$ cat src/rtl/fft_band_peak_finder.sv
// Per-band peak tracker for one FFT frame; publishes {bin_index, magnitude} for every band
// one cycle after end of frame, as a parallel load word for the downstream PISO.
module fft_band_peak_finder #(
    parameter int NUM_BANDS  = 16,
    parameter int BIN_W      = 9,
    parameter int MAG_W      = 16,
    parameter int BAND_SHIFT = 5
) (
    input  logic                                 clk,
    input  logic                                 reset,
    input  logic                                 bin_valid,
    input  logic                                 bin_sop,
    input  logic                                 bin_eop,
    input  logic [BIN_W-1:0]                     bin_index,
    input  logic [MAG_W-1:0]                     bin_mag,
    input  logic [MAG_W-1:0]                     mag_thresh,
    output logic [NUM_BANDS*(BIN_W+MAG_W)-1:0]   maxima_flat,
    output logic                                 maxima_valid,
    output logic                                 frame_abort
);

    localparam int BAND_W  = (NUM_BANDS > 1) ? $clog2(NUM_BANDS) : 1;
    localparam int ENTRY_W = BIN_W + MAG_W;
    localparam int FLAT_W  = NUM_BANDS * ENTRY_W;

    typedef enum logic [1:0] {
        ST_IDLE    = 2'd0,
        ST_ACCUM   = 2'd1,
        ST_PUBLISH = 2'd2
    } state_t;

    state_t               state_r;
    state_t               state_next_s;

    logic                 clear_s;
    logic                 process_s;
    logic                 publish_s;
    logic                 abort_s;
    logic [BAND_W-1:0]    band_s;
    logic                 qualified_s;

    logic [BIN_W-1:0]     work_idx_r      [NUM_BANDS];
    logic [MAG_W-1:0]     work_mag_r      [NUM_BANDS];
    logic [BIN_W-1:0]     work_idx_next_s [NUM_BANDS];
    logic [MAG_W-1:0]     work_mag_next_s [NUM_BANDS];
    logic [FLAT_W-1:0]    flat_next_s;

    logic [FLAT_W-1:0]    maxima_flat_r;
    logic                 maxima_valid_r;
    logic                 frame_abort_r;

    function automatic logic [ENTRY_W-1:0] pack_entry(input logic [BIN_W-1:0] idx,
                                                      input logic [MAG_W-1:0] mag);
        return {idx, mag};
    endfunction

    // Band select keeps only the low BAND_W bits of the shifted index, so oversized bins wrap.
    always_comb begin
        band_s      = BAND_W'(bin_index >> BAND_SHIFT);
        qualified_s = (bin_mag >= mag_thresh);
    end

    // Frame-control FSM: decides when working entries are cleared, updated and published.
    always_comb begin
        state_next_s = state_r;
        clear_s      = 1'b0;
        process_s    = 1'b0;
        publish_s    = 1'b0;
        abort_s      = 1'b0;
        case (state_r)
            ST_IDLE: begin
                if (bin_valid && bin_sop) begin
                    clear_s      = 1'b1;
                    process_s    = 1'b1;
                    publish_s    = bin_eop;
                    state_next_s = bin_eop ? ST_PUBLISH : ST_ACCUM;
                end else begin
                    state_next_s = ST_IDLE;
                end
            end
            ST_ACCUM: begin
                if (bin_valid) begin
                    process_s    = 1'b1;
                    clear_s      = bin_sop;
                    abort_s      = bin_sop;
                    publish_s    = bin_eop;
                    state_next_s = bin_eop ? ST_PUBLISH : ST_ACCUM;
                end else begin
                    state_next_s = ST_ACCUM;
                end
            end
            ST_PUBLISH: begin
                state_next_s = ST_IDLE;
            end
            default: begin
                state_next_s = ST_IDLE;
            end
        endcase
    end

    // Next working entries: optional clear, then strict-greater replacement in the bin's band.
    always_comb begin
        for (int k = 0; k < NUM_BANDS; k++) begin
            logic [BIN_W-1:0] base_idx;
            logic [MAG_W-1:0] base_mag;
            if (clear_s) begin
                base_idx = {BIN_W{1'b0}};
                base_mag = {MAG_W{1'b0}};
            end else begin
                base_idx = work_idx_r[k];
                base_mag = work_mag_r[k];
            end
            if (process_s && qualified_s && (band_s == BAND_W'(k)) && (bin_mag > base_mag)) begin
                work_idx_next_s[k] = bin_index;
                work_mag_next_s[k] = bin_mag;
            end else begin
                work_idx_next_s[k] = base_idx;
                work_mag_next_s[k] = base_mag;
            end
        end
    end

    // The published word is taken from the next-state entries so the eop bin is included.
    always_comb begin
        flat_next_s = {FLAT_W{1'b0}};
        for (int k = 0; k < NUM_BANDS; k++) begin
            flat_next_s[k*ENTRY_W +: ENTRY_W] = pack_entry(work_idx_next_s[k], work_mag_next_s[k]);
        end
    end

    // State, working entries and registered outputs.
    always_ff @(posedge clk) begin
        if (reset) begin
            state_r        <= ST_IDLE;
            maxima_flat_r  <= {FLAT_W{1'b0}};
            maxima_valid_r <= 1'b0;
            frame_abort_r  <= 1'b0;
            for (int k = 0; k < NUM_BANDS; k++) begin
                work_idx_r[k] <= {BIN_W{1'b0}};
                work_mag_r[k] <= {MAG_W{1'b0}};
            end
        end else begin
            state_r        <= state_next_s;
            maxima_valid_r <= publish_s;
            frame_abort_r  <= abort_s;
            for (int k = 0; k < NUM_BANDS; k++) begin
                work_idx_r[k] <= work_idx_next_s[k];
                work_mag_r[k] <= work_mag_next_s[k];
            end
            if (publish_s) begin
                maxima_flat_r <= flat_next_s;
            end else begin
                maxima_flat_r <= maxima_flat_r;
            end
        end
    end

    assign maxima_flat  = maxima_flat_r;
    assign maxima_valid = maxima_valid_r;
    assign frame_abort  = frame_abort_r;

endmodule
$ cat config.mk
export PLATFORM = sky130hd
export DESIGN_NAME = fft_band_peak_finder
export DESIGN_NICKNAME = d
export VERILOG_FILES = /design/src/rtl/fft_band_peak_finder.sv
export SDC_FILE = /design/constraint.sdc
export NUM_CORES = 2
export LEC_CHECK = 0
export CAP_MARGIN = 20
export CORE_MARGIN = 3
export CORE_UTILIZATION = 45
export DETAILED_ROUTE_END_ITERATION = 7
export PLACE_DENSITY = 0.64
export SETUP_SLACK_MARGIN = 0.05
export SKIP_LAST_GASP = 1
export SYNTH_ARGS = -nofsm -noshare
export SYNTH_HDL_FRONTEND = slang
export SYNTH_SLANG_ARGS = --single-unit
$ cat constraint.sdc
create_clock -name clk -period 5.3 [get_ports clk]
set_input_delay 1.59 -clock clk [delete_from_list [all_inputs] [get_ports clk]]
set_output_delay 1.59 -clock clk [all_outputs]
set_load 0.05 [all_outputs]
==> impl_metrics.yaml <==
layout:
  final_net_count: 4939
  layout.cells.most_common_list: "sky130_fd_sc_hd__dfxtp_1, sky130_fd_sc_hd__a21oi_1, sky130_fd_sc_hd__clkdlybuf4s50_1"
  final_design_area_no_fill_sq_um: 47300
  fin_cells: 5771
  layout.cells.most_common: "sky130_fd_sc_hd__dfxtp_1"
  drive_above_1_share: 0.103
  area_growth_pct: 24.7
power:
  power_frac_seq: 0.419
  post-layout-total-power_mw: 15.2
  combPwrFrac: 0.156
  worst_ir_drop_vdd_mv: 0.292
  p_sw_mw: 4.38
  power_switching_share: 0.289
  powerDensity_nw_per_um2: 321
  proportion_of_power_drawn_by_the_clock_network: 0.425
  p_int_mw: 10.8
  static-leakage-power_nw: 16.0
route:
  first_iteration_detailed_routing_drc_count: 3314
  first_pass_iters: 6
  wire_per_inst_microns: 24.1
  drc: 0
  routed_wl_microns: 139000
  drt-vias-per-instance: 6.18
  remaining_antenna_violation_count_after_routing: 0
  num_vias: 35700
sta:
  slew_headroom: 0.261
  min_period_over_period: 0.909
  skew_ps: 21.6
  final-max-slew-violation-count: 0
  rsz_0062_raised_after_global_routing: "false"
  timing.final.setup_violations: 0
  fmaxAchievable_mhz: 208
  worst-slew-pin-transition_ps: 1110
  fin_setup_tns_ps: 0
  worst_path_setup_slack_after_routing_ps: 484
  timing.final.hold_violations: 0
  final.min_clock_period_ps: 4820
run_status:
  run_status: "finished clean"
synth:
  synth_seq_cells: 804
  netlist-cell-type-count: 60
  synth_area_leader_cell: "sky130_fd_sc_hd__dfxtp_1"
  asyncSetResetFlopFracSynth: 0
  synth_edf_count: 0
  ys_top_cells_by_area: "sky130_fd_sc_hd__dfxtp_1, sky130_fd_sc_hd__ha_1, sky130_fd_sc_hd__a311oi_1, sky130_fd_sc_hd__a21oi_1, sky130_fd_sc_hd__nand4_1"
  synth.cell_area_sq_um: 37900
  yosys_top_cell_area_share: 0.425
  mappedNetlistNets: 4608
  avgSynthCellArea_sq_um: 8.84
  postSynth.topFlopCell: "sky130_fd_sc_hd__dfxtp_1"
  netlist_instances: 4290
  seq_area_frac_synth: 0.425
  yosysWarnings: 0
global_routing:
  grt_max_degree: 207
  grt_util_all_layers: 0.307
  grt.overflow.total: 0
  grt_first_pass_wirelength_microns: 208000
  grt_pass1_vias: 33200
  initial_antenna_violation_count: 11
placed_design:
  place_inst: 5601
  dpl_worst_slack_ps: -117
  gpl.final_weighted_congestion: 0.896
  hpwlAfterDp_microns: 95900
  count_of_input_and_output_buffers: 447
  dpl-instance-area_sq_um: 44200
critical_path:
  critical_path.startpoint_type: "primary input"
  ff2ff_path_depth: 11
  worstPathMaxFanout: 42
  timing.critical_path.required_ps: 5860
  criticalPathCategory: "in2reg"
  worst_ep_arrival_time_ps: 5370
  critical_path.reg2reg.endpoint: "maxima_flat[252]$_SDFFE_PP0P_"
  timing.reg2reg.setup_slack_ps: 1650
  critical_path.reg2reg.startpoint: "state_r[1]$_SDFF_PP0_"
  worst_setup_path_end_kind: "flop"
worst_hold_path:
  hold_path_class: "reg2reg"
  min_from: "maxima_flat[223]$_SDFFE_PP0P_"
  hold-path-endpoint: "maxima_flat[223]$_SDFFE_PP0P_"
  hold_depth: 2
cts:
  cts_hold_repair.buffers: 0
  cts_tree: "built"
  cts_max_path_buffers: 3
  postCtsSetupRepairBufs: 0
  clk-insertion-delay-late_ps: 640
  inserted_clock_buffers: 88
  cts.root.buffer_cell: "sky130_fd_sc_hd__clkbuf_16"
  cts.sinks: 804
  cts.clk_slew.worst_paths_ps: 60
  cts.htree.levels: 3
  cts_resized: 0
floorplanning:
  floorplan.core_area_sq_um: 82800
  initial_utilization: 0.458
  top_level_ports: 448
  floorplan.die.width_microns: 296
  dieArea_sq_um: 87700
  core.rowCount: 105
  die_height_microns: 296
job:
  max_cap_violations: 0
==> sequential cells by signal, indices dropped and copies added (netlist names) <==
| name | flops |
|---|---|
| frame_abort | 1 |
| maxima_flat | 400 |
| maxima_valid | 1 |
| state_r | 2 |
| work_idx_r | 144 |
| work_mag_r | 256 |
==> layout make-up <==
type                    instances  area [sq um]
repair buffers                674          6690
diodes                          9          22.5
multi-input cells            3028         20000
fillers                      7441         35500
clock buffers                 124          2510
flip-flops and latches        804         16100
inverters                      25          93.8
clock inverters                37           492
well taps                    1070          1340
==> cell usage after synthesis (all sizes together) (2+ instances only) <==
cell	instances
a21boi	6
a21o	17
a21oi	514
a221o	13
a311oi	368
a31o	45
a41o	4
and2	19
and3	49
and3b	15
and4	6
and4b	3
buf	130
clkbuf	303
dfxtp	804
ha	272
inv	24
nand2	379
nand2b	4
nand3	38
nand4	338
nand4b	6
nor2	407
nor2b	18
nor3	8
nor3b	19
nor4	2
o211ai	108
o21a	13
o21ai	34
o21bai	196
o311ai	19
o31ai	16
or2	9
or3	61
or4	12
==> worst max-delay path by stage <==
stage                     slack (ps)                            end  depth (start not counted)  startpoint
after detailed placement        -120  maxima_flat[260]$_SDFFE_PP0P_                         13   bin_valid
after floorplan                  560   maxima_flat[94]$_SDFFE_PP0P_                         16   bin_valid
after global routing             210  maxima_flat[265]$_SDFFE_PP0P_                         13   bin_valid
after global placement           -40  maxima_flat[260]$_SDFFE_PP0P_                         13   bin_valid
after CTS                        540  maxima_flat[259]$_SDFFE_PP0P_                         13   bin_valid
final                            480  maxima_flat[252]$_SDFFE_PP0P_                         13   bin_valid
==> power by group through the flow <==
stage                     clock (mW)  sequential, mW  combinational, mW
final                           6.44            6.35               2.36
after CTS                       6.52            6.35               2.35
after global placement             0            6.48               2.32
after global routing            6.76            6.36               2.51
after floorplan                    0            6.96              0.892
after detailed placement           0            6.48               2.34
==> through the flow <==
step / hold WS [ps] / utilization
2_1_floorplan: 444 / -
3_3_place_gp: 440 / 0.534
3_5_place_dp: 447 / 0.534
4_1_cts: 458 / 0.571
5_1_grt: 471 / 0.571
6_report: 453 / 0.571
==> layer usage <==
| layer | part of all wire | global-route usage | vias up |
|---|---|---|---|
| met4 | 0.043 | 0.127 | 2 |
| met5 | 0.000043 | 0 | - |
| met2 | 0.44 | 0.480 | 1388 |
| met1 | 0.43 | 0.420 | 17000 |
| met3 | 0.079 | 0.0520 | 283 |
| li1 | - | - | 16900 |
==> cells by family (layout without fill, tap and decap cells) <==
family	after synthesis	after routing	synth area share
compound gates	1362	1362	0.253
other cells	0	9	0
buf+inv	458	860	0.0524
flops	804	804	0.425
simple gates	1394	1394	0.180
fa+ha+maj	272	272	0.0898
==> critical path, stage by stage <==
cell and delay (ps):
sky130_fd_sc_hd__clkdlybuf4s50_1 450, sky130_fd_sc_hd__nand2_1 180, sky130_fd_sc_hd__or2_4 240, sky130_fd_sc_hd__buf_12 260
sky130_fd_sc_hd__buf_12 220, sky130_fd_sc_hd__nand2_1 90, sky130_fd_sc_hd__ha_1 310, sky130_fd_sc_hd__nand4_1 140
sky130_fd_sc_hd__or4_1 570, sky130_fd_sc_hd__a21oi_2 200, sky130_fd_sc_hd__or3_1 530, sky130_fd_sc_hd__nand4_1 240
sky130_fd_sc_hd__a311oi_2 290
Note: power is estimated with default switching activity, not from simulation.
